==> src/rtl/riscv_l1_mem_arbiter.sv <==
// Purpose: shares one external memory burst port between the icache refill and dcache refill/writeback requesters.
// Latency: request seen in IDLE reaches mem_req next cycle; grant, read beats and write ready pass through combinationally.
// Backpressure: mem_gnt stalls in REQ, mem_rvalid/mem_wready pace beats; bursts are atomic and round-robin between requesters.
module riscv_l1_mem_arbiter #(
  parameter int ADDR_WIDTH = 32,
  parameter int DATA_WIDTH = 64,
  parameter int BURST_LEN  = 4
) (
  input  logic                  clk,
  input  logic                  srst_n,
  input  logic                  ic_req,
  input  logic [ADDR_WIDTH-1:0] ic_addr,
  output logic                  ic_gnt,
  output logic [DATA_WIDTH-1:0] ic_rdata,
  output logic                  ic_rvalid,
  output logic                  ic_rlast,
  input  logic                  dc_req,
  input  logic                  dc_we,
  input  logic [ADDR_WIDTH-1:0] dc_addr,
  input  logic [DATA_WIDTH-1:0] dc_wdata,
  output logic                  dc_gnt,
  output logic                  dc_wready,
  output logic [DATA_WIDTH-1:0] dc_rdata,
  output logic                  dc_rvalid,
  output logic                  dc_rlast,
  output logic                  dc_wdone,
  output logic                  mem_req,
  output logic                  mem_we,
  output logic [ADDR_WIDTH-1:0] mem_addr,
  input  logic                  mem_gnt,
  output logic [DATA_WIDTH-1:0] mem_wdata,
  input  logic                  mem_wready,
  input  logic [DATA_WIDTH-1:0] mem_rdata,
  input  logic                  mem_rvalid
);

  localparam int LB  = BURST_LEN * DATA_WIDTH / 8;
  localparam int OFF = $clog2(LB);
  localparam int CW  = $clog2(BURST_LEN);
  localparam logic [CW-1:0] LAST_BEAT = CW'(BURST_LEN - 1);

  typedef enum logic [1:0] {IDLE, REQ, RDATA, WDATA} state_t;

  // owner/last-served encoding: 0 = icache, 1 = dcache
  state_t                state_q, state_d;
  logic                  owner_q, owner_d;
  logic                  last_q, last_d;
  logic [CW-1:0]         cnt_q, cnt_d;
  logic [ADDR_WIDTH-1:0] addr_q, addr_d;
  logic                  we_q, we_d;
  logic                  wdone_q, wdone_d;
  logic                  pick_dc;
  logic                  beat_last;

  // dcache wins when alone, or on a tie when icache was served last
  assign pick_dc   = dc_req & (~ic_req | ~last_q);
  assign beat_last = (cnt_q == LAST_BEAT);

  assign mem_req  = (state_q == REQ);
  assign mem_addr = addr_q;
  assign mem_we   = we_q;
  assign dc_wdone = wdone_q;
  // rdata is a plain fan-out; only rvalid qualifies it
  assign ic_rdata = mem_rdata;
  assign dc_rdata = mem_rdata;

  // next-state, arbitration and per-state beat routing
  always_comb begin
    state_d   = state_q;
    owner_d   = owner_q;
    last_d    = last_q;
    cnt_d     = cnt_q;
    addr_d    = addr_q;
    we_d      = we_q;
    wdone_d   = 1'b0;
    ic_gnt    = 1'b0;
    dc_gnt    = 1'b0;
    ic_rvalid = 1'b0;
    ic_rlast  = 1'b0;
    dc_rvalid = 1'b0;
    dc_rlast  = 1'b0;
    dc_wready = 1'b0;
    mem_wdata = '0;
    case (state_q)
      IDLE: begin
        if (ic_req | dc_req) begin
          owner_d = pick_dc;
          addr_d  = pick_dc ? {dc_addr[ADDR_WIDTH-1:OFF], {OFF{1'b0}}}
                            : {ic_addr[ADDR_WIDTH-1:OFF], {OFF{1'b0}}};
          we_d    = pick_dc & dc_we;
          state_d = REQ;
        end
      end
      REQ: begin
        if (mem_gnt) begin
          ic_gnt  = ~owner_q;
          dc_gnt  = owner_q;
          last_d  = owner_q;
          cnt_d   = '0;
          state_d = we_q ? WDATA : RDATA;
        end
      end
      RDATA: begin
        ic_rvalid = ~owner_q & mem_rvalid;
        dc_rvalid = owner_q & mem_rvalid;
        ic_rlast  = ~owner_q & mem_rvalid & beat_last;
        dc_rlast  = owner_q & mem_rvalid & beat_last;
        if (mem_rvalid) begin
          cnt_d = cnt_q + CW'(1);
          if (beat_last) state_d = IDLE;
        end
      end
      WDATA: begin
        mem_wdata = dc_wdata;
        dc_wready = mem_wready;
        if (mem_wready) begin
          cnt_d = cnt_q + CW'(1);
          if (beat_last) begin
            state_d = IDLE;
            wdone_d = 1'b1;
          end
        end
      end
      default: state_d = IDLE;
    endcase
  end

  // state registers; reset aborts any burst and hands the first tie to icache
  always_ff @(posedge clk) begin
    if (!srst_n) begin
      state_q <= IDLE;
      owner_q <= 1'b0;
      last_q  <= 1'b1;
      cnt_q   <= '0;
      addr_q  <= '0;
      we_q    <= 1'b0;
      wdone_q <= 1'b0;
    end else begin
      state_q <= state_d;
      owner_q <= owner_d;
      last_q  <= last_d;
      cnt_q   <= cnt_d;
      addr_q  <= addr_d;
      we_q    <= we_d;
      wdone_q <= wdone_d;
    end
  end

endmodule

==> config.mk <==
export PLATFORM = sky130hd
export DESIGN_NAME = riscv_l1_mem_arbiter
export DESIGN_NICKNAME = d
export VERILOG_FILES = /design/src/rtl/riscv_l1_mem_arbiter.sv
export SDC_FILE = /design/constraint.sdc
export NUM_CORES = 1
export LEC_CHECK = 0
export BUFFER_PORTS_ARGS = -buffer_cell sky130_fd_sc_hd__clkbuf_2
export CORE_AREA = 10 10 163 165
export CTS_CLUSTER_DIAMETER = 50
export DETAILED_ROUTE_END_ITERATION = 12
export DIE_AREA = 0 0 173 175
export MAX_ROUTING_LAYER = met4
export SYNTH_ARGS = -nofsm -noshare
export SYNTH_HDL_FRONTEND = slang
export SYNTH_SLANG_ARGS = --single-unit
export TNS_END_PERCENT = 1
==> constraint.sdc <==
create_clock -name clk -period 1.2 [get_ports clk]
set_input_delay 0 -clock clk [delete_from_list [all_inputs] [get_ports clk]]
set_output_delay 0 -clock clk [all_outputs]
set_load 0.1 [all_outputs]
[Yosys cells after proc, flatten, opt, wreduce, memory -nomap -nowiden]
Cells that the tools add are included.
Cells by class
  add/subtract/negate cells: 1
  equality and inequality tests: 8
  muxes and demuxes: 23
  bitwise logic cells: 11
  reductions and logical operators: 7
Operators with widths (count)
  $mux 64: 1
  $mux 32: 1
  $mux 2: 8
  $mux 1: 11
  $pmux 2 s4: 1
  $reduce_and 4->1: 2
  $and 1x1->1: 6
  $eq 2x2->1 const B: 3
  $ne 2x2->1 const B: 3
  $pmux 2 s3: 1
  $reduce_and 2->1: 2
  $not 1->1: 3
  $reduce_and 3->1: 1
  $reduce_bool 3->1: 1
  $add 2x1->2 const B: 1
  $eq 2x1->1 const B: 1
  $logic_not 2->1: 1
  $ne 2x1->1 const B: 1
  $or 1x1->1: 2
Storage, ports and cells
  flip-flop bits (word level): 40
  output and inout bits: 234
  word-level logic and storage cells: 57

[Logic depth before layout (Yosys ltp)]
  word-level depth: 4
  depth in mapped cells: 6
  mapped depth without buffers: 3

[Worst setup path before layout]
Ideal clock, no wire load.
  path kind: register -> output
  start point: register state_q[0]
  end point: output dc_rlast
  arrival time: 2760 ps
  required time: 1200 ps
  slack: -1560 ps
  stages on the path, launching flop included: 5
  cells stage by stage: dfxtp_1 -> buf_2 -> nor2b_1 -> nand2_1 -> nor3_1
On the way
  word-level cells in the longest chain between the ends: 2
Ends and longest elaborated chain
  start, declared: line 45  | state_t state_q, state_d;
  start signal, assigned: line 139  | state_q <= state_d;
  $eq 2x2->1: line 84  | case (state_q)
  $mux 1: line 84
  end, declared: line 25  | output logic dc_rlast,
No other way between the ends.

[Final worst setup path]
  start point: register state_q[0]
  end point: output ic_rvalid
On the way
  word-level cells in the longest chain between the ends: 2
Ends and longest elaborated chain
  $eq 2x2->1: line 84
  $mux 1: line 84
  end, declared: line 15  | output logic ic_rvalid,
No other way between the ends.

==> run_results.csv <==
group,metric,value,unit
setup_path,cpMaxStageDelayCell,"dfxtp_4",
sta,worstMarginPinSlew,547.4,ps
cells_and_area,finalNonFillerCells,892,
clocking,insertion_delay,290,ps
setup_path,cp-start-kind,"register",
setup_path,crit_top_cell,"buf_12",
grt,grt_max_degree,40,
cells_and_area,fin_nets,772,
status,status,"finished with violations",
setup_path,crit_arrival,1400,ps
floorplanning,placementRows,56,
sta,rsz0062_at_grt,"yes",
setup_path,worstPathCellList,"buf_12 -> nor2b_4 -> nand2_4 -> buf_6 -> nor2_4 -> buf_12",
grt,grt_pass1_wl,22.51,mm
routing,vias,3446,
power,p_seq_frac,0.233,
cells_and_area,final_common_cell,"clkbuf_2",
placement,place.gp.congestion,0.7487,
grt,grt_pass1_vias,3653,
cells_and_area,drive_gt1_frac,0.6049,
sta,fin_crit,1404,ps
sta,hold_violations,0,
power,powerDensity,987.2,nW/um^2
floorplanning,dieArea,30280,um^2
routing,via_per_inst,3.863,
setup_path,ff2ff_setup_slack,-40,ps
setup_path,critPathCaptureType,"primary output",
sta,fin_worst_skew,5.342,ps
placement,port_buffers,226,
synthesis,synth.cell_area,3253,um^2
clocking,cts_max_level,2,
sta,setup_violations,82,
sta,max_freq,712.4,MHz
power,ir_worst_vdd,0.0006058,V
synthesis,seq_area_frac_synth,0.2154,
synthesis,synth_cell_types,34,
worst_hold_path,hold_path.class,"in2out",
floorplanning,ios,434,
sta,drv_slew,0,
clocking,cts_buffer_depth,2,
power,switching_share,0.4571,
setup_path,critPathMaxStageDelay,360,ps
setup_path,worstSetupPathType,"reg2out",
clocking,numCtsBuffers,5,
placement,dp_hpwl,12.10,mm
setup_path,worst-endpoint-required,1200,ps
power,p_leak,2.757,nW
synthesis,ys_warn_count,0,
clocking,cts.clk_slew.worst_paths,60,ps
setup_path,cp_max_fo,7,
power,power.share.clock,0.240,
run,cap_violations,0,
clocking,cts-root-buf,"clkbuf_16",
sta,relSlewSlack,0.6366,
floorplanning,start_util,0.1398,
sta,fin_ws,-203.7,ps
floorplanning,die_h,175,um
sta,fin_tns_setup,-11200,ps
clocking,cts_sinks,35,
clocking,cts_tree,"yes",
routing,drt_iter0_drc,112,
routing,drc_errors,0,
power,internal_power,3.216,mW
floorplanning,core,23260,um^2
placement,placed_cells,823,
power,p_sw,2.707,mW
synthesis,synthCells,418,
routing,wirelength,15.61,mm
synthesis,ys_ff_latch,35,
routing,wire_per_inst,17.50,um
grt,grt_antenna_before_repair,1,
floorplanning,dieWidth,173,um
grt,grt.total_usage,0.09856,
routing,ant_nets,0,
power,p_comb_frac,0.526,
cells_and_area,fin_util,0.2579,
routing,first_pass_iters,4,
synthesis,syn_avg_cell_area,7.783,um^2
cells_and_area,areaGrowthSynthToFinish,84.42,%
cells_and_area,final_cell_mix,"clkbuf_2, buf_12, nand2_1",
sta,min_period_over_period,1.170,
grt,grt-ovfl-total,0,
status,violations,"setup timing",
## logic make-up after synthesis
kind of cell | count (synthesis) | share of synthesized area
AO/OA/AOI/OAI | 66 | 0.1638
adder cells (fa/ha/maj) | 1 | 0.003846
buffers and inverters | 169 | 0.3758
flip-flops | 35 | 0.2154
multiplexers | 2 | 0.006154
other | 1 | 0.001153
AND/OR/NAND/NOR | 144 | 0.2339
## worst max-delay path: cells and delay by family (launching register included)
kind	cells	cell delay, ps
flops	1	360
simple gates	3	310
buf+inv	3	440
## sequential cells by signal, summed over array words and instances, names as in the netlist
| name | flops |
|---|---|
| cnt_q | 2 |
| mem_we | 1 |
| owner_q | 1 |
| last_q | 1 |
| dc_wdone | 1 |
| mem_addr | 27 |
| state_q | 2 |
## metrics by stage
| stage | hold slack, ps | power [mW] | worst slack [ps] | cell area [um^2] |
|---|---|---|---|---|
| after floorplan | 145.5 | 5.396 | -318.0 | 3400 |
| after global placement | 0.9937 | 4.311 | -40.75 | 5145 |
| after detailed placement | 0.9937 | 4.330 | -114.3 | 5145 |
| after CTS | 0.9937 | 5.982 | -267.4 | 5898 |
| after global routing | 0.1990 | 6.216 | -263.7 | 6000 |
| final | 0.04826 | 5.923 | -203.7 | 6000 |
## per-layer routing
metal / GRT usage / part of all wire / up-vias
li1: - / - / 1597
met4: 0.03198 / 0.024 / 0
met3: 0.04829 / 0.11 / 40
met5: - / 0 / -
met2: 0.1661 / 0.49 / 264
met1: 0.09883 / 0.37 / 1545
## power by group through the flow
stage / clock, mW / sequential, mW / combinational, mW
2_1_floorplan: 0 / 2.21 / 3.19
3_3_place_gp: 0 / 1.40 / 2.91
3_5_place_dp: 0 / 1.40 / 2.93
4_1_cts: 1.49 / 1.38 / 3.11
5_1_grt: 1.55 / 1.40 / 3.26
6_report: 1.42 / 1.38 / 3.12
## timing repair
| action | CTS | global route |
|---|---|---|
| setup buffers | 4 | 2 |
| resized for setup | 6 | 16 |
| pin swaps | 21 | 9 |
| hold buffers | 52 | 0 |
| setup endpoints to repair | 95 | 102 |
| hold endpoints to repair | 28 | 0 |
| cloned | 1 | 1 |
## layout make-up
cell class                 count  area, um^2
antenna                        1       2.502
tap                          319       399.1
clock buffer                   8       156.4
multi-input combinational    218        1538
sequential                    35       710.7
fill                        2473       17260
timing repair buffer         308        3182
inverter                       3       11.26
## synth_stat cells, drive strengths merged
cell    instances  share of area
dfxtp          35           0.22
a21boi          1         0.0035
nor2            8          0.017
nor3            3         0.0046
and3           66           0.13
or2             2         0.0046
o21a            2         0.0046
a21oi          30          0.046
conb            1         0.0012
ha              1         0.0038
o21ai           3         0.0046
mux2i           2         0.0062
a21bo           1         0.0031
clkbuf         15          0.017
nand3b          1         0.0023
nand2b          1         0.0019
inv             3         0.0035
o221a           1         0.0035
buf           151           0.35
nand3           3         0.0046
nand2          57          0.066
and2            1         0.0019
a311oi         27          0.096
nor2b           2         0.0038
a211o           1         0.0027
## worst paths after layout
kind                      startpoint                        end  depth (start not counted)
max          state_q[0]$_SDFFE_PN0P_                  ic_rvalid                          6
max reg2reg  state_q[0]$_SDFFE_PN0P_  mem_addr[14]$_SDFFE_PN0P_                          5
min                    mem_rdata[36]               dc_rdata[36]                          0
min reg2reg    cnt_q[1]$_SDFFE_PN0P_      cnt_q[1]$_SDFFE_PN0P_                          2
Note: power is estimated with default switching activity, not from simulation.
